## config.mk

```make
export PLATFORM = sky130hd
export DESIGN_NAME = io_sw_debounce
export DESIGN_NICKNAME = d
export VERILOG_FILES = /design/src/rtl/io_sw_debounce.sv
export SDC_FILE = /design/constraint.sdc
export NUM_CORES = 1
export LEC_CHECK = 0
export BUFFER_PORTS_ARGS = -buffer_cell sky130_fd_sc_hd__buf_4
export CORE_UTILIZATION = 57
export CTS_CLUSTER_DIAMETER = 40
export DETAILED_ROUTE_END_ITERATION = 7
export PLACE_DENSITY = 0.77
export REMOVE_ABC_BUFFERS = 1
export SKIP_CTS_REPAIR_TIMING = 1
export SLEW_MARGIN = 20
export SYNTH_ARGS = -nofsm -noshare
export SYNTH_HDL_FRONTEND = slang
export SYNTH_SLANG_ARGS = --single-unit
```

## constraint.sdc

```tcl
create_clock -name i_clk -period 2.42 [get_ports i_clk]
set_clock_uncertainty 0.2 [all_clocks]
set_input_delay 0.242 -clock i_clk [delete_from_list [all_inputs] [get_ports i_clk]]
set_output_delay 0.242 -clock i_clk [all_outputs]
set_load 0.005 [all_outputs]
```

## src/rtl/io_sw_debounce.sv

```systemverilog
// Switch-bank conditioner: 2-flop sync, per-bit tick-sampled debounce, sticky edge mask.
// Latency: 2 sync cycles + tick alignment + (STABLE_SAMPLES-1)*TICK_DIV; no backpressure.
module io_sw_debounce #(
   parameter int WIDTH          = 32,
   parameter int TICK_DIV       = 50000,
   parameter int STABLE_SAMPLES = 4
) (
   input  logic             i_clk,
   input  logic             i_rst_n,
   input  logic [WIDTH-1:0] i_sw_raw,
   input  logic             i_ack,
   output logic [WIDTH-1:0] o_io_sw,
   output logic             o_sw_changed,
   output logic [WIDTH-1:0] o_edge_mask
);

   localparam int CNT_W  = $clog2(STABLE_SAMPLES + 1);
   localparam int TICK_W = (TICK_DIV > 1) ? $clog2(TICK_DIV) : 1;
   localparam logic [CNT_W-1:0]  CNT_LAST  = CNT_W'(STABLE_SAMPLES - 1);
   localparam logic [TICK_W-1:0] TICK_LAST = TICK_W'(TICK_DIV - 1);

   logic [WIDTH-1:0]  sync1;
   logic [WIDTH-1:0]  sync2;
   logic [TICK_W-1:0] tick_cnt;
   logic              tick;
   logic [CNT_W-1:0]  cnt     [WIDTH];
   logic [CNT_W-1:0]  cnt_nxt [WIDTH];
   logic [WIDTH-1:0]  flip;

   assign tick = (tick_cnt == TICK_LAST);

   // A matching sample restarts the count; the STABLE_SAMPLES-th differing sample toggles.
   always_comb begin
      flip    = '0;
      cnt_nxt = cnt;
      if (tick) begin
         for (int i = 0; i < WIDTH; i++) begin
            if (sync2[i] == o_io_sw[i]) begin
               cnt_nxt[i] = '0;
            end else if (cnt[i] == CNT_LAST) begin
               flip[i]    = 1'b1;
               cnt_nxt[i] = '0;
            end else begin
               cnt_nxt[i] = cnt[i] + CNT_W'(1);
            end
         end
      end
   end

   always_ff @(posedge i_clk or negedge i_rst_n) begin
      if (!i_rst_n) begin
         sync1        <= '0;
         sync2        <= '0;
         tick_cnt     <= '0;
         o_io_sw      <= '0;
         o_sw_changed <= 1'b0;
         o_edge_mask  <= '0;
         for (int i = 0; i < WIDTH; i++) begin
            cnt[i] <= '0;
         end
      end else begin
         sync1        <= i_sw_raw;
         sync2        <= sync1;
         tick_cnt     <= tick ? '0 : tick_cnt + TICK_W'(1);
         o_io_sw      <= o_io_sw ^ flip;
         o_sw_changed <= |flip;
         // A flip landing on the ack edge survives the clear.
         o_edge_mask  <= (i_ack ? '0 : o_edge_mask) | flip;
         for (int i = 0; i < WIDTH; i++) begin
            cnt[i] <= cnt_nxt[i];
         end
      end
   end

endmodule

```

# Word level (Yosys, flattened, before mapping)
# Cells that the tools add are included.
[word_totals]
register_bits = 241
input_bits = 35
out_inout_bits = 65
word_cells = 270
[op_classes]
addsub = 33
eq_ne = 65
muxes = 131
bitwise = 2
n_reduce_logical = 1
[op_table]
columns = ["operator", "n"]
rows = [
  ["3-bit 2-to-1 mux", 64],
  ["3-bit by 1-bit adder with 3-bit output, second input constant", 32],
  ["3-bit by 2-bit == test with 1-bit output, second input constant", 32],
  ["1-bit 2-to-1 mux", 64],
  ["32-bit 2-to-1 mux", 2],
  ["1-bit == test", 32],
  ["32-bit OR", 1],
  ["32-bit OR reduction", 1],
  ["32-bit XOR", 1],
  ["16-bit by 1-bit adder with 16-bit output, second input constant", 1],
  ["16-bit == test, second input constant", 1],
  ["16-bit 2-to-1 mux", 1],
]

# Depth between registers and ports, before layout
# Gate-level depths: netlist (run 1).
[depth]
word_depth = 5
depth_mapped = 9
ltp_nobuf = 6

# Worst setup path after synthesis (run 1)
# No wires, ideal clock.
[synth_timing]
path_kind = "flip-flop to flip-flop"
from = "register tick_cnt[0]"
to = "register o_edge_mask[15]"
setup_ns = 0.135
t_arrival_ns = 1.612
required_time_ns = 2.085
path_slack_ns = 0.474
path_stages_with_launch = 9
n_path_buf = 4
synth_period_minus_slack_ns = 1.946
cell_sequence = "dfrtp_1 -> ha_1 -> and3_1 -> buf_2 -> nand4_2 -> buf_2 -> buf_6 -> buf_2 -> o22ai_1"
[synth_via]
elab_chain_cells = 3
[synth_lines]
columns = ["item", "line", "source"]
rows = [
  ["start, declared", "24", "logic [TICK_W-1:0] tick_cnt;"],
  ["start signal, assigned", "64", "tick_cnt <= tick ? '0 : tick_cnt + TICK_W'(1);"],
  ["16-bit == test", "30", "assign tick = (tick_cnt == TICK_LAST);"],
  ["32-bit 2-to-1 mux", "36", "if (tick) begin"],
  ["32-bit OR", "68", "o_edge_mask <= (i_ack ? '0 : o_edge_mask) | flip;"],
  ["end signal, assigned", "68", ""],
  ["end, declared", "14", "output logic [WIDTH-1:0] o_edge_mask"],
]
# Every way passes these cells.
# A chain may end at the register's enable or synchronous reset.

# Worst setup path in the final report (run 1)
[layout_timing]
from = "register tick_cnt[0]"
to = "register o_io_sw[0]"
[layout_via]
elab_chain_cells = 3
[layout_lines]
columns = ["item", "line", "source"]
rows = [
  ["16-bit == test", "30", ""],
  ["32-bit 2-to-1 mux", "36", ""],
  ["32-bit XOR", "65", "o_io_sw <= o_io_sw ^ flip;"],
  ["end signal, assigned", "65", ""],
  ["end, declared", "12", "output logic [WIDTH-1:0] o_io_sw,"],
]
# Every way passes these cells.

==> flow_summary.toml, run 1 <==
[floorplanning]
dieArea_um2 = 17700
die_h_um = 133
core.rowCount = 47
die_w_um = 133
coreArea_um2 = 16700
floorplan.initialDensity = 0.586
ios = 100

[layout]
regArea_um2 = 6030
multiInputGateArea_um2 = 3500
diodes = 0
finalNonFillerCells = 1249
final_nets = 1073
drive_gt1_frac = 0.194
n_fill_cell = 1086
area_growth_pct = 26.7

[yosys]
avgSynthCellArea_um2 = 11.7
yosys.area.top_type = "dfrtp_1"
async_flop_share = 1.00
yosys.area_share.adder = 0.0422
synth-compound-area-share = 0.0765
ys.flop_type = "dfrtp_1"
yosys_warnings = 0
synth-edff-count = 0
muxShareOfSynthArea = 0.0161
yosysSeqAreaShare = 0.616
synth-xor-area-share = 0.0590
ys_types = 38
yosys.area_share.simple = 0.163
synth_area_um2 = 9790
synthCells = 837
synth.top_cells.by_area = "dfrtp_1, ha_1, xnor2_1"
synth_top_family_by_area = "simple AND/OR/NAND/NOR gates"
ys_ff_latch = 241
synth_top_cell_area_share = 0.616

[grt]
grt_use_total = 0.219
antenna_found_initial = 0
grt_max_degree = 67
grt_pass1_wl_um = 31500
grt.overflow.total = 0
grt_pass1_vias = 6542

[power_and_ir_drop]
clockPowerShare = 0.514
sequentialPowerShare = 0.455
vdd_drop_max_v = 0.000632
p_leak_nw = 6.43
p_sw_mw = 1.84
power_density_nw_per_um2 = 728
p_int_mw = 7.19
comb_power_share = 0.031
switching_share = 0.203

[sta]
finalCritPeriodShare = 0.931
tightest_slew_ns = 0.607
finalHoldViolCount = 0
fmax_mhz = 444
max_slew_margin = 0.593
rsz0062_at_grt = "false"
finalSetupTns_ns = 0
slew_viol_final = 0
whs_ns = 0.0494
fin_crit_ns = 2.25
finalSetupViolations = 0

[place]
portBuffers = 99
dp_cells = 1157
place_hpwl_um = 12100
place_congestion = 0.796

[detailed_routing]
wirelength_um = 18900
vias = 6587
drt_iter0_drc = 345
wl_per_cell_um = 15.2
via_per_inst = 5.27
firstDrtPassIters = 4
drtAntennaViolNets = 0
drc = 0

[min_path]
hold_class = "in -> async"

[critical_path]
worst-path-max-fanout = 11
slowest_stage = "and4_2"
cp_cell_sequence = "ha_1 > and3_1 > and4_2 > buf_4 > nand2_1 > mux2_2"
cp-start-kind = "flop"
endpoint_kind = "flop"
critPathRequiredTime_ns = 2.62
max_stage_delay_ns = 0.42
critPathKind = "reg -> reg"
arrival_ns = 2.46

[status]
status = "completed"

[clocking]
cts_root_buf = "clkbuf_16"
clockBufferDepth = 3
clkLatencyLatePin_ns = 0.53
clock-sinks = 241
cts_tree = "yes"
cts.htree.levels = 1
clkTransAtPathRegs_ns = 0.06
cts_buffers = 30

[run]
cap_violations = 0
layout make-up:
type,count,area share
sequential,241,0.486
clock inverter,15,0.0156
timing repair buffer,163,0.113
tap,220,0.0222
clock buffer,41,0.0712
multi-input combinational,536,0.282
inverter,33,0.00998
per-stage QoR:
stage	util	cell area (µm²)	power [mW]	worst slack, ns
after floorplan	-	9650	4.24	-1.83
after global placement	0.657	11000	4.42	0.227
after detailed placement	0.657	11000	4.42	0.180
after CTS	0.722	12100	9.07	0.159
after global routing	0.743	12400	9.32	0.0424
final	0.743	12400	9.03	0.166
final timing paths:
check,from,endpoint,slack [ns],depth (start not counted)
max in group asynchronous,i_rst_n,cnt[41],1.29,3
min reg2reg,sync1[6],sync2[6],0.14,0
max,tick_cnt[0],o_io_sw[0],0.17,6
min,i_rst_n,sync1[5],0.05,2
max reg2reg,tick_cnt[0],o_io_sw[0],0.17,6
min in group i_clk,sync1[6],sync2[6],0.14,0
Yosys cell counts, types with 2 or more instances:
cell type	n
a21o_1	28
and3_1	4
and4_1	3
and4bb_2	2
buf_1	2
buf_2	16
buf_6	3
clkbuf_1	5
dfrtp_1	241
ha_1	33
inv_1	33
mux2_1	4
mux2_2	10
nand2_1	88
nand2b_1	31
nand3_1	37
nand4_1	4
nand4b_1	5
nor2_1	79
nor2b_1	25
nor4_1	26
nor4b_1	5
o21a_1	31
o21ai_0	13
o22ai_1	26
o32ai_2	3
or3_1	5
xnor2_1	40
xor2_1	26
placed cells by master, fill, tap and decap left out, drive strengths merged, types with 13 or more instances in the layout:
cell type / n
xor2: 26
nor2b: 25
dfrtp: 241
o21a: 31
mux2: 14
nand3: 37
nand2b: 31
nor2: 79
buf: 129
ha: 33
o22ai: 26
nor4: 26
o21ai: 13
nand2: 88
dlygate4sd3: 34
a21o: 28
inv: 35
xnor2: 40
clkbuf: 41
critical path, delay by kind of cell, from the launching register on:
kind / cells / cell delay, ns
fa+ha+maj: 1 / 0.19
buf+inv: 1 / 0.24
flops: 1 / 0.37
mux: 1 / 0.28
simple gates: 3 / 0.85
kinds of logic (layout without fill, tap and decap cells):
family / count (synthesis) / after routing
compound gates: 105 / 105
xor+xnor: 66 / 66
fa+ha+maj: 33 / 33
buf+inv: 60 / 252
flops: 241 / 241
mux: 14 / 14
simple gates: 318 / 318
per-layer routing:
| metal | vias to the layer above | track usage | routed length, µm | share of wire |
|---|---|---|---|---|
| li1 | 3188 | - | - | - |
| met2 | 141 | 0.362 | 9220 | 0.49 |
| met4 | 0 | 0.0632 | 312 | 0.016 |
| met3 | 26 | 0.0322 | 877 | 0.046 |
| met1 | 3232 | 0.304 | 8540 | 0.45 |
| met5 | - | 0 | 0 | 0 |
registers in the layout, summed over array words and instances (netlist names):
name / cells
o_io_sw: 32
tick_cnt: 16
o_sw_changed: 1
o_edge_mask: 32
sync2: 32
cnt: 96
sync1: 32
power groups by stage:
stage               clock network, mW  logic [mW]  registers (mW)
floorplan                           0      0.0674            4.18
global placement                    0       0.237            4.18
detailed placement                  0       0.240            4.18
CTS                              4.72       0.242            4.11
global route                     4.89       0.314            4.11
finish                           4.64       0.279            4.11
(Power assumes the default switching activity.)
==> run 2, diff against run 1 <==
==> constraint.sdc (replaced) <==
create_clock -name i_clk -period 2.42 [get_ports i_clk]
set_clock_uncertainty 0.2 [all_clocks]
set_input_delay 0.484 -clock i_clk [delete_from_list [all_inputs] [get_ports i_clk]]
set_output_delay 0.484 -clock i_clk [all_outputs]
set_load 0.005 [all_outputs]
==> run 2 against run 1 <==
  * Sequential share of layout area increased by 0.59 points
  * Die area unchanged
  * Critical endpoint is now cnt[51]
  * Critical path type unchanged
  * First-iteration DRC count shrank 6.7%
  * Hold slack improved by 0.087 ns
==> flow_summary.toml, run 2 (same netlist as run 1, synthesis figures left out) <==
[critical_path]
cp.depth = 6
crit_buf_inv = 2
cp_cell_sequence = "nor4b_4 > nand4_4 > buf_12 > buf_4 > nor4b_1 > a21o_1"
critPathKind = "reg -> reg"
max_stage_delay_ns = 0.44
critPathRequiredTime_ns = 2.70
endpoint_kind = "flop"
cp-start-kind = "flop"
slowest_stage = "dfrtp_1"
worst-path-max-fanout = 37
r2r_cells = 6
arrival_ns = 2.49
cpLargestDelayFamily = "simple AND/OR/NAND/NOR gates"

[layout]
final_nets = 1066
regMostFlops = "cnt"
final_cell_mix = "dfrtp_1, buf_4, nand2_1"
area_growth_pct = 25.2
post-route-util = 0.734
final_common_cell = "dfrtp_1"
largest_register_ffs = 96
n_fill_cell = 1127
diodes = 0
fin_area_um2 = 12300
drive_gt1_frac = 0.189

[detailed_routing]
via_per_inst = 5.28
drtAntennaViolNets = 0
vias = 6562
wl_per_cell_um = 15.4
firstDrtPassIters = 4
drc = 0
wirelength_um = 19200
drt_iter0_drc = 322

[place]
place_congestion = 0.779
portBuffers = 99
place_hpwl_um = 12200
place_area_um2 = 10900

[power_and_ir_drop]
p_leak_nw = 6.34
vdd_drop_max_v = 0.000800
power_density_nw_per_um2 = 711

[grt]
grt_use_total = 0.225
antenna_found_initial = 0
grt_max_degree = 69
grt_pass1_wl_um = 31900
grt.overflow.total = 0
grt_pass1_vias = 6533

[floorplanning]
ios = 100
floorplan.initialDensity = 0.586
coreArea_um2 = 16700
dieArea_um2 = 17700
die_w_um = 133
die_h_um = 133
core.rowCount = 47

[clocking]
cts_buffers = 31
cts_root_buf = "clkbuf_16"
cts_tree = "yes"
cts.htree.levels = 1
clockBufferDepth = 3
clkLatencyLatePin_ns = 0.54
clock-sinks = 241
clkTransAtPathRegs_ns = 0.06

[sta]
finalSetupViolations = 0
rsz0062_at_grt = "false"
finalSetupTns_ns = 0
tightest_slew_ns = 0.540
fmax_mhz = 453
finalHoldViolCount = 0
max_slew_margin = 0.638
finalCritPeriodShare = 0.913
fin_crit_ns = 2.21
slew_viol_final = 0

[min_path]
hold_class = "reg -> reg"
min_path_cells = 0

[status]
status = "completed"

[run]
cap_violations = 0
## run 2: layout make-up
| cell class | instances | area [µm²] | share of cell area |
|---|---|---|---|
| tap | 220 | 275 | 0.0224 |
| timing repair buffer | 155 | 1330 | 0.108 |
| clock inverter | 18 | 163 | 0.0133 |
| inverter | 33 | 124 | 0.0101 |
| clock buffer | 40 | 840 | 0.0685 |
| multi-input combinational | 536 | 3500 | 0.286 |
| sequential | 241 | 6030 | 0.492 |
## run 2: worst paths after layout
check / startpoint / endpoint / slack (ns)
max in group asynchronous: i_rst_n / sync1[23] / 1.07
worst min register to register: sync1[23] / sync2[23] / 0.14
worst min-delay path: sync1[23] / sync2[23] / 0.14
worst max register to register: tick_cnt[7] / cnt[51] / 0.21
min in group asynchronous: i_rst_n / cnt[78] / 0.24
worst max-delay path: tick_cnt[7] / cnt[51] / 0.21
## run 2: per-layer routing
metal | up-vias | share of wire | track usage
met3 | 26 | 0.041 | 0.0383
met2 | 128 | 0.50 | 0.378
met1 | 3242 | 0.44 | 0.304
met5 | - | 0 | 0
met4 | 0 | 0.021 | 0.0639
li1 | 3166 | - | -
## run 2: where the power goes
group / leakage [nW] / switching [mW] / internal, mW
combinational: 2.66 / 0.152 / 0.121
clock: 0.480 / 1.67 / 2.66
sequential: 3.21 / 0.0252 / 4.09
total: 6.34 / 1.84 / 6.87
## run 2: through the flow
step	worst slack [ns]	std cells	hold slack (ns)	power, mW
final	0.211	1243	0.136	8.71
after global routing	0.0613	1243	0.147	8.99
after CTS	0.157	1210	-0.364	8.76
after detailed placement	0.193	1152	0.135	4.42
after global placement	0.234	1152	0.132	4.41
after floorplan	-1.83	810	-0.0116	4.24
==> run 3, diff against run 2 <==
--- a/config.mk
+++ b/config.mk
@@ -9,8 +9,8 @@
 export CORE_UTILIZATION = 57
 export CTS_CLUSTER_DIAMETER = 40
 export DETAILED_ROUTE_END_ITERATION = 7
+export MAX_ROUTING_LAYER = met4
 export PLACE_DENSITY = 0.77
-export REMOVE_ABC_BUFFERS = 1
 export SKIP_CTS_REPAIR_TIMING = 1
 export SLEW_MARGIN = 20
 export SYNTH_ARGS = -nofsm -noshare
==> run 3 against run 2 <==
  * Fmax decreased by 0.96%
  * Non-clock buffer count is 4 lower
  * Largest cell class unchanged
  * Register-to-register slack lost 0.02 ns
  * Flip-flop and latch count stayed put
  * Critical path depth grew 1
  * Via count decreased by 1.0%
  * Sequential share of layout area up 0.49 points
  * Cell count is 1.0% lower
  * Die area unchanged
==> flow_summary.toml, run 3 (same netlist as run 1, synthesis figures left out) <==
[critical_path]
arrival_ns = 2.49
worst-path-max-fanout = 65
cp-start-kind = "flop"
crit_end = "cnt[54]"
cp-startpoint = "tick_cnt[0]"
timing.rr.start = "tick_cnt[0]"
critPathKind = "reg -> reg"
critPathRequiredTime_ns = 2.68
endpoint_kind = "flop"
reg2reg_to = "cnt[54]"
r2r_cells = 7
r2r_setup_slack_ns = 0.19

[floorplanning]
coreArea_um2 = 16700
die_h_um = 133
die_w_um = 133
floorplan.initialDensity = 0.586
dieArea_um2 = 17700
core.rowCount = 47
ios = 100

[clocking]
clkTransAtPathRegs_ns = 0.06
clock-sinks = 241
cts.htree.levels = 1
clockBufferDepth = 3
clkLatencyLatePin_ns = 0.52
cts_buffers = 27
cts_root_buf = "clkbuf_16"
cts_tree = "yes"

[sta]
fmax_mhz = 448
finalSetupViolations = 0
whs_ns = 0.146
rsz0062_at_grt = "false"
finalCritPeriodShare = 0.922
finalHoldViolCount = 0
max_slew_margin = 0.634
finalSetupTns_ns = 0
tightest_slew_ns = 0.545
fin_crit_ns = 2.23
slew_viol_final = 0

[grt]
grt_use_total = 0.222
grt_pass1_vias = 6450
grt_max_degree = 66
grt.overflow.total = 0
grt_pass1_wl_um = 30800
antenna_found_initial = 0

[min_path]
hold_class = "reg -> reg"

[detailed_routing]
firstDrtPassIters = 4
drc = 0
wl_per_cell_um = 14.9
drtAntennaViolNets = 0
highest_layer = "met4"
met2WireLength_um = 8990
vias = 6495
drt_iter0_drc = 353
drt-met1-wl_um = 8230
via_per_inst = 5.28
wirelength_um = 18300
route.met3.wl_um = 757

[layout]
final_common_cell = "dfrtp_1"
drive_gt1_frac = 0.180
final_nets = 1058
regMostFlops = "cnt"
final_cell_mix = "dfrtp_1, buf_4, nand2_1"
area_growth_pct = 24.0
diodes = 0
largest_register_ffs = 96

[power_and_ir_drop]
p_leak_nw = 6.30
power_density_nw_per_um2 = 691
vdd_drop_max_v = 0.000548

[yosys]
syn-num-nets = 905

[place]
place_hpwl_um = 11500
place_congestion = 0.781
portBuffers = 99

[run]
cap_violations = 0

[status]
status = "completed"
==> run 3: cell types whose count changed in the layout (fill, tap and decap cells not counted), moves of 3 or more <==
cell / delta
clkbuf_8: +6
clkinvlp_4: -6
buf_4: -5
clkbuf_16: -4
clkbuf_1: -3
clkinv_2: -3
==> run 3: worst max-delay path: stages (launching register included) <==
cell     delay, ns
dfrtp_1       0.38
ha_1          0.19
and3_1        0.33
nand4_4       0.16
buf_4         0.20
buf_12        0.20
nor4_1        0.37
a21o_1        0.13
==> run 3: final cells by class <==
class,instances,area (µm²)
Inverter,33,124
Timing Repair Buffer,151,1310
Tap cell,220,275
Multi-Input combinational cell,536,3500
Clock inverter,10,90.1
Fill cell,1165,4560
Clock buffer,39,811
Sequential cell,241,6030
==> run 3: layer usage <==
metal  global-route usage  up-vias
met5                    -        -
met1                0.297     3183
met4               0.0536        0
met2                0.358      134
li1                     -     3149
met3               0.0333       29
==> run 3: per-stage QoR <==
stage,instance area (µm²),cells,power (mW),utilization,setup WS (ns)
after detailed placement,10900,1148,4.42,0.653,0.214
after CTS,11800,1197,8.43,0.707,0.179
after floorplan,9790,837,4.25,-,0.474
final,12100,1230,8.39,0.727,0.190
after global routing,12100,1230,8.69,0.727,0.0778
after global placement,10900,1148,4.41,0.653,0.287
==> run 3: report_power, final <==
part           leakage, nW  internal [mW]  switching (mW)
clock                0.452           2.43            1.58
sequential            3.21           4.09          0.0244
combinational         2.64          0.122           0.149
total                 6.30           6.64            1.75
==> run 3: worst min-delay path by stage <==
| stage | endpoint | depth (start not counted) | start |
|---|---|---|---|
| 6_report | sync2[11] | 0 | sync1[11] |
| 5_1_grt | sync2[7] | 0 | sync1[7] |
| 4_1_cts | sync1[8] | 1 | i_rst_n |
| 3_5_place_dp | sync2[10] | 0 | sync1[10] |
| 3_3_place_gp | sync2[7] | 0 | sync1[7] |
| 2_1_floorplan | cnt[0] | 0 | i_rst_n |
